$ cat config.mk
export PLATFORM = sky130hd
export DESIGN_NAME = pacman_input_ctrl
export DESIGN_NICKNAME = d
export VERILOG_FILES = /design/src/rtl/pacman_input_ctrl.sv
export SDC_FILE = /design/constraint.sdc
export NUM_CORES = 1
export LEC_CHECK = 0
export CAP_MARGIN = 20
export CORE_MARGIN = 2
export CORE_UTILIZATION = 50
export DETAILED_ROUTE_END_ITERATION = 12
export GPL_ROUTABILITY_DRIVEN = 0
export PLACE_DENSITY_LB_ADDON = 0.08
export SYNTH_ARGS = -nofsm -noshare
export SYNTH_HDL_FRONTEND = slang
export SYNTH_SLANG_ARGS = --single-unit
$ cat constraint.sdc
create_clock -name clk_sys -period 2.6 [get_ports clk_sys]
set_clock_uncertainty 0.05 [all_clocks]
set_input_delay 0.26 -clock clk_sys [delete_from_list [all_inputs] [get_ports clk_sys]]
set_output_delay 0.26 -clock clk_sys [all_outputs]
set_load 0.01 [all_outputs]
$ cat src/rtl/pacman_input_ctrl.sv
// Player-input front end for the pacman core. Decodes PS/2 key events,
// merges them with the two joysticks, applies optional rotation and 4-way
// last-pressed-wins direction logic, stretches coin presses into fixed
// pulses and presents registered, active-low in0/in1 bytes.
module pacman_input_ctrl #(
  parameter int unsigned COIN_LEN = 2400000,
  parameter int unsigned CNT_W    = 22
) (
  input  logic        clk_sys,
  input  logic        RESET_N,
  input  logic [10:0] ps2_key,
  input  logic [15:0] joystick_0,
  input  logic [15:0] joystick_1,
  input  logic        rotate,
  input  logic        cocktail,
  output logic [7:0]  in0,
  output logic [7:0]  in1
);

  // Key register slots. Direction vectors use the order {U, D, L, R},
  // so keys[3:0] is player 1 and keys[7:4] is player 2.
  localparam logic [4:0] K_R      = 5'd0;
  localparam logic [4:0] K_L      = 5'd1;
  localparam logic [4:0] K_D      = 5'd2;
  localparam logic [4:0] K_U      = 5'd3;
  localparam logic [4:0] K_R2     = 5'd4;
  localparam logic [4:0] K_L2     = 5'd5;
  localparam logic [4:0] K_D2     = 5'd6;
  localparam logic [4:0] K_U2     = 5'd7;
  localparam logic [4:0] K_FIRE29 = 5'd8;
  localparam logic [4:0] K_FIRE14 = 5'd9;
  localparam logic [4:0] K_FIRE03 = 5'd10;
  localparam logic [4:0] K_FIRE1C = 5'd11;
  localparam logic [4:0] K_ST1_05 = 5'd12;
  localparam logic [4:0] K_ST1_16 = 5'd13;
  localparam logic [4:0] K_ST2_06 = 5'd14;
  localparam logic [4:0] K_ST2_1E = 5'd15;
  localparam logic [4:0] K_COIN04 = 5'd16;
  localparam logic [4:0] K_COIN36 = 5'd17;
  localparam logic [4:0] K_COINB  = 5'd18;

  typedef enum logic [1:0] {C_IDLE, C_PULSE, C_HOLD} coin_state_t;

  logic [18:0]      keys;
  logic             toggle_q;
  logic             primed;
  logic             key_hit;
  logic [4:0]       key_idx;

  logic [15:0]      joy;
  logic [3:0]       raw1, raw2, prev1, prev2, mask1, mask2;
  logic [3:0]       new1, new2, mask1_next, mask2_next, dir1, dir2;
  logic             fire, start1, start2;
  logic [1:0]       coin_raw, coin_raw_q, coin_n;
  coin_state_t      coin_state [2];
  logic [CNT_W-1:0] coin_cnt   [2];
  logic [4:0]       out0_q;
  logic [7:0]       out1_q;
  logic             unused_joy;

  // Horizontal cabinet: U<=L, D<=R, L<=D, R<=U on a {U, D, L, R} vector.
  function automatic logic [3:0] rot(input logic [3:0] v, input logic en);
    return en ? {v[1], v[0], v[2], v[3]} : v;
  endfunction

  // One-hot of the highest-priority set bit, U > D > L > R.
  function automatic logic [3:0] first_bit(input logic [3:0] v);
    if (v[3])      return 4'b1000;
    else if (v[2]) return 4'b0100;
    else if (v[1]) return 4'b0010;
    else           return 4'b0001;
  endfunction

  // Map a scan code to a key slot; only the arrow keys ignore the extended bit.
  always_comb begin
    // NOTE: every always_comb output gets a default first so no latch is inferred.
    key_hit = 1'b0;
    key_idx = K_R;
    case (ps2_key[7:0])
      8'h75: begin key_hit = 1'b1;         key_idx = K_U;      end
      8'h72: begin key_hit = 1'b1;         key_idx = K_D;      end
      8'h6B: begin key_hit = 1'b1;         key_idx = K_L;      end
      8'h74: begin key_hit = 1'b1;         key_idx = K_R;      end
      8'h29: begin key_hit = !ps2_key[8];  key_idx = K_FIRE29; end
      8'h14: begin key_hit = !ps2_key[8];  key_idx = K_FIRE14; end
      8'h03: begin key_hit = !ps2_key[8];  key_idx = K_FIRE03; end
      8'h1C: begin key_hit = !ps2_key[8];  key_idx = K_FIRE1C; end
      8'h05: begin key_hit = !ps2_key[8];  key_idx = K_ST1_05; end
      8'h16: begin key_hit = !ps2_key[8];  key_idx = K_ST1_16; end
      8'h06: begin key_hit = !ps2_key[8];  key_idx = K_ST2_06; end
      8'h1E: begin key_hit = !ps2_key[8];  key_idx = K_ST2_1E; end
      8'h04: begin key_hit = !ps2_key[8];  key_idx = K_COIN04; end
      8'h36: begin key_hit = !ps2_key[8];  key_idx = K_COIN36; end
      8'h2E: begin key_hit = !ps2_key[8];  key_idx = K_COINB;  end
      8'h2D: begin key_hit = !ps2_key[8];  key_idx = K_U2;     end
      8'h2B: begin key_hit = !ps2_key[8];  key_idx = K_D2;     end
      8'h23: begin key_hit = !ps2_key[8];  key_idx = K_L2;     end
      8'h34: begin key_hit = !ps2_key[8];  key_idx = K_R2;     end
      default: ;
    endcase
  end

  // Track the event toggle and latch the pressed state of mapped keys.
  always_ff @(posedge clk_sys or negedge RESET_N) begin
    // NOTE: sequential state uses non-blocking assignments only.
    if (!RESET_N) begin
      toggle_q <= 1'b0;
      primed   <= 1'b0;
      keys     <= '0;
    end else begin
      toggle_q <= ps2_key[10];
      primed   <= 1'b1;
      if (primed && (ps2_key[10] != toggle_q) && key_hit)
        keys[key_idx] <= ps2_key[9];
    end
  end

  // Merge keys with joysticks, rotate, and resolve 4-way directions.
  always_comb begin
    joy        = joystick_0 | joystick_1;
    raw1       = rot(keys[3:0] | joy[3:0], rotate);
    raw2       = rot(keys[7:4] | joy[3:0], rotate);
    new1       = raw1 & ~prev1;
    new2       = raw2 & ~prev2;
    mask1_next = (new1 != 4'b0) ? first_bit(new1) : mask1;
    mask2_next = (new2 != 4'b0) ? first_bit(new2) : mask2;
    dir1       = raw1 & mask1_next;
    dir2       = raw2 & mask2_next;
    fire       = keys[K_FIRE29] | keys[K_FIRE14] | keys[K_FIRE03] | keys[K_FIRE1C] | joy[4];
    start1     = keys[K_ST1_05] | keys[K_ST1_16] | joy[5];
    start2     = keys[K_ST2_06] | keys[K_ST2_1E] | joy[6];
    coin_raw   = {keys[K_COINB], keys[K_COIN04] | keys[K_COIN36] | joy[7]};
  end

  assign unused_joy = &{1'b0, joy[15:8]};

  // Direction history, masks and the registered active-low output bits.
  always_ff @(posedge clk_sys or negedge RESET_N) begin
    if (!RESET_N) begin
      prev1  <= '0;
      prev2  <= '0;
      mask1  <= '0;
      mask2  <= '0;
      out0_q <= 5'h1F;
      out1_q <= 8'hFF;
    end else begin
      prev1  <= raw1;
      prev2  <= raw2;
      mask1  <= mask1_next;
      mask2  <= mask2_next;
      out0_q <= ~{fire, dir1[2], dir1[0], dir1[1], dir1[3]};
      out1_q <= ~{cocktail, start2, start1, 1'b0, dir2[2], dir2[0], dir2[1], dir2[3]};
    end
  end

  // Coin pulse stretchers: one fixed-length pulse per rising edge, with
  // edges arriving during the pulse or while held afterwards ignored.
  always_ff @(posedge clk_sys or negedge RESET_N) begin
    if (!RESET_N) begin
      coin_raw_q <= '0;
      coin_n     <= 2'b11;
      for (int c = 0; c < 2; c++) begin
        coin_state[c] <= C_IDLE;
        coin_cnt[c]   <= '0;
      end
    end else begin
      coin_raw_q <= coin_raw;
      for (int c = 0; c < 2; c++) begin
        case (coin_state[c])
          C_IDLE: begin
            if (coin_raw[c] && !coin_raw_q[c]) begin
              coin_state[c] <= C_PULSE;
              coin_cnt[c]   <= CNT_W'(COIN_LEN - 1);
              coin_n[c]     <= 1'b0;
            end
          end
          C_PULSE: begin
            if (coin_cnt[c] == '0) begin
              coin_state[c] <= coin_raw[c] ? C_HOLD : C_IDLE;
              coin_n[c]     <= 1'b1;
            end else begin
              coin_cnt[c] <= coin_cnt[c] - 1'b1;
            end
          end
          C_HOLD: begin
            if (!coin_raw[c]) coin_state[c] <= C_IDLE;
          end
          default: begin
            coin_state[c] <= C_IDLE;
            coin_n[c]     <= 1'b1;
          end
        endcase
      end
    end
  end

  assign in0 = {1'b1, coin_n, out0_q};
  assign in1 = out1_q;

endmodule

==> out/qor.csv <==
metric,value,unit
crit_slowest_cell,clkdlybuf4s50_1,
power_frac_seq,0.510,
crit_path_max_fanout,6,
internal_power,0.00254,W
wl_per_cell,14.3,um
synth-edff-count,0,
crit_chain,"clkdlybuf4s50_1, nor4b_1, buf_4, nand2_1, o221ai_1, a22oi_1, buf_4, nor4b_1, mux2_2",
viasPerCell,5.41,
tightest_slew,0.864,ns
areaGrowthSynthToFinish,19.9,%
cts.clk_slew.worst_paths,0.10,ns
die_h,105,um
tritoncts,built,
cp.required,2.80,ns
mostFrequentLayoutCells,"87 x dfrtp_1, 49 x nor2_1, 45 x nand2_1",
comb_power_share,0.235,
fmax,407,MHz
grt_max_degree,72,
postCtsSetupBuffers,0,
p_per_area,596,mW/mm^2
grt_pass1_vias,3926,
num_antenna_cells,0,
cts_sinks,101,
irDropWorstVdd,0.000348,V
drc,0,
postRouteAntennaNets,0,
grt_overflow,0,
core.rowCount,36,
start_util,0.519,
root_buffer,clkbuf_8,
cp.arrival,2.66,ns
port_buffers,44,
track_usage,0.201,
async_flop_share,1.00,
hp-class,in2async,
start_kind,input pin,
reg2reg_slack,0.16,ns
nFillCells,812,
dp_hpwl,7430,um
htree_levels,3,
maxSlewViolCount,0,
avgSynthCellArea,10.1,sq um
io_pins,63,
final_common_cell,dfrtp_1,
ys_seq_area_frac,0.497,
numCtsBuffers,9,
design_area,0.00613,sq mm
rsz0062_at_grt,no,
routed_wl,10300,um
nets,628,
p_clk_frac,0.256,
synthCells,507,
grt_pass1_wl,18300,um
end_kind,flop,
drive_gt1_frac,0.187,
die_x,105,um
firstDrtPassIters,4,
tns,0,ns
swShare,0.305,
cpPeakStageDelay,0.49,ns
final_core_util,0.622,
hold_viol_final,0,
timing.hold.ws,0.310,ns
die_area,0.0111,sq mm
clock_latency,0.37,ns
ys_types,60,
max-clock-path-buffers,2,
ys_warn_count,0,
maxCapViolations,0,
status,"complete, no violations",
critPathKind,in2reg,
p_leak,2.60,nW
p_switching,0.00111,W
core-area,0.00986,sq mm
antenna_found_initial,0,
post-route-period-util,0.946,
setup_viol,0,
p_total,0.00366,W
syn_area,0.00512,sq mm
drt_iter0_drc,151,
period_needed,2.46,ns
ys.flop_type,dfrtp_1,
place_area,0.00593,sq mm
dr_total_vias,3880,
relSlewSlack,0.419,
ys_seq_elements,101,
## registers in the layout (all words and copies together) (netlist names), 2 cells and up
| name | cells |
|---|---|
| mask1 | 4 |
| prev2 | 4 |
| keys | 19 |
| in1 | 7 |
| mask2 | 4 |
| prev1 | 4 |
| coin_cnt | 44 |
| out0_q | 5 |
| coin_n | 2 |
| coin_state | 4 |
| coin_raw_q | 2 |
## cell type report
| cell class | instances | area (sq um) | share of cell area |
|---|---|---|---|
| sequential | 101 | 2540 | 0.415 |
| multi-input combinational | 371 | 2420 | 0.395 |
| timing repair buffer | 84 | 766 | 0.125 |
| tap | 133 | 166 | 0.0271 |
| clock buffer | 11 | 141 | 0.0231 |
| inverter | 12 | 45.0 | 0.00735 |
| clock inverter | 5 | 43.8 | 0.00714 |
## worst paths after layout
path / from / to / cells after the start
hold reg to reg: keys[13] / in1[5] / 1
hold / removal: RESET_N / coin_cnt[17] / 2
setup reg to reg: coin_cnt[26] / coin_cnt[36] / 7
setup / recovery: ps2_key[4] / keys[10] / 9
min in group clk_sys: ps2_key[10] / toggle_q / 1
max in group asynchronous: RESET_N / in1[5] / 3
## per-stage QoR
stage          cells  worst slack [ns]
4_1_cts          717             0.146
3_3_place_gp     700            -0.198
5_1_grt          717           0.00978
2_1_floorplan    509             0.287
3_5_place_dp     700            -0.242
6_report         717             0.141
## worst max-delay path: cells and delay by family
family / cells / cell delay (ns)
compound gates: 2 / 0.34
buf+inv: 3 / 0.88
mux: 1 / 0.37
simple gates: 3 / 0.82
## power by group through the flow
stage	sequential, W	clock [W]	combinational (W)
floorplan	0.00188	0	0.000531
global placement	0.00188	0	0.000841
detailed placement	0.00189	0	0.000863
CTS	0.00186	0.000974	0.000868
global route	0.00189	0.00103	0.000959
finish	0.00186	0.000935	0.000858
## layer usage
metal / vias up / global-route usage / share of wire
li1: 1958 / - / -
met1: 1869 / 0.273 / 0.48
met2: 47 / 0.334 / 0.49
met3: 6 / 0.0399 / 0.025
met4: 0 / 0.0467 / 0.0058
met5: - / 0 / 0
## cells in the mapped netlist, types with 2 or more instances
cell,instances,area [sq um]
a211oi_1,7,52.6
a21oi_1,20,100
a311oi_1,2,17.5
a31o_2,3,26.3
a31oi_1,3,18.8
and2b_1,2,15.0
and3_1,2,12.5
buf_2,5,25.0
buf_4,4,30.0
clkbuf_1,15,56.3
dfrtp_1,87,2180
dfstp_2,14,368
ha_1,2,25.0
inv_1,12,45.0
mux2_2,19,214
mux2i_1,5,50.1
nand2_1,45,169
nand2b_1,11,68.8
nand3_1,20,100
nand3b_1,10,75.1
nand4_1,2,12.5
nand4b_1,4,35.0
nor2_1,49,184
nor2b_1,10,62.6
nor3_1,26,130
nor4_1,25,156
nor4b_1,11,96.3
nor4bb_1,2,20.0
o21a_1,2,15.0
o21ai_0,5,25.0
o21ai_1,2,10.0
o221ai_1,2,17.5
or2_2,5,31.3
or3_1,8,50.1
or4_1,5,37.5
or4_4,4,45.0
xnor2_1,20,175
xor2_1,15,131
## what timing repair did
action,4_1_cts,5_1_grt
endpoints found under the hold margin,30,0
resized for setup,0,2
setup endpoints to repair,0,2
hold buffers,1,0
## cells by family after synthesis
family                   Yosys count  synth area share
other                              1          0.000733
XOR/XNOR                          35            0.0599
multiplexers                      24            0.0516
AND/OR/NAND/NOR                  253             0.282
flip-flops                       101             0.497
buffers and inverters             37            0.0313
AO/OA/AOI/OAI                     54            0.0724
adder cells (fa/ha/maj)            2           0.00489
No activity file was read; power rests on OpenSTA's default activity.
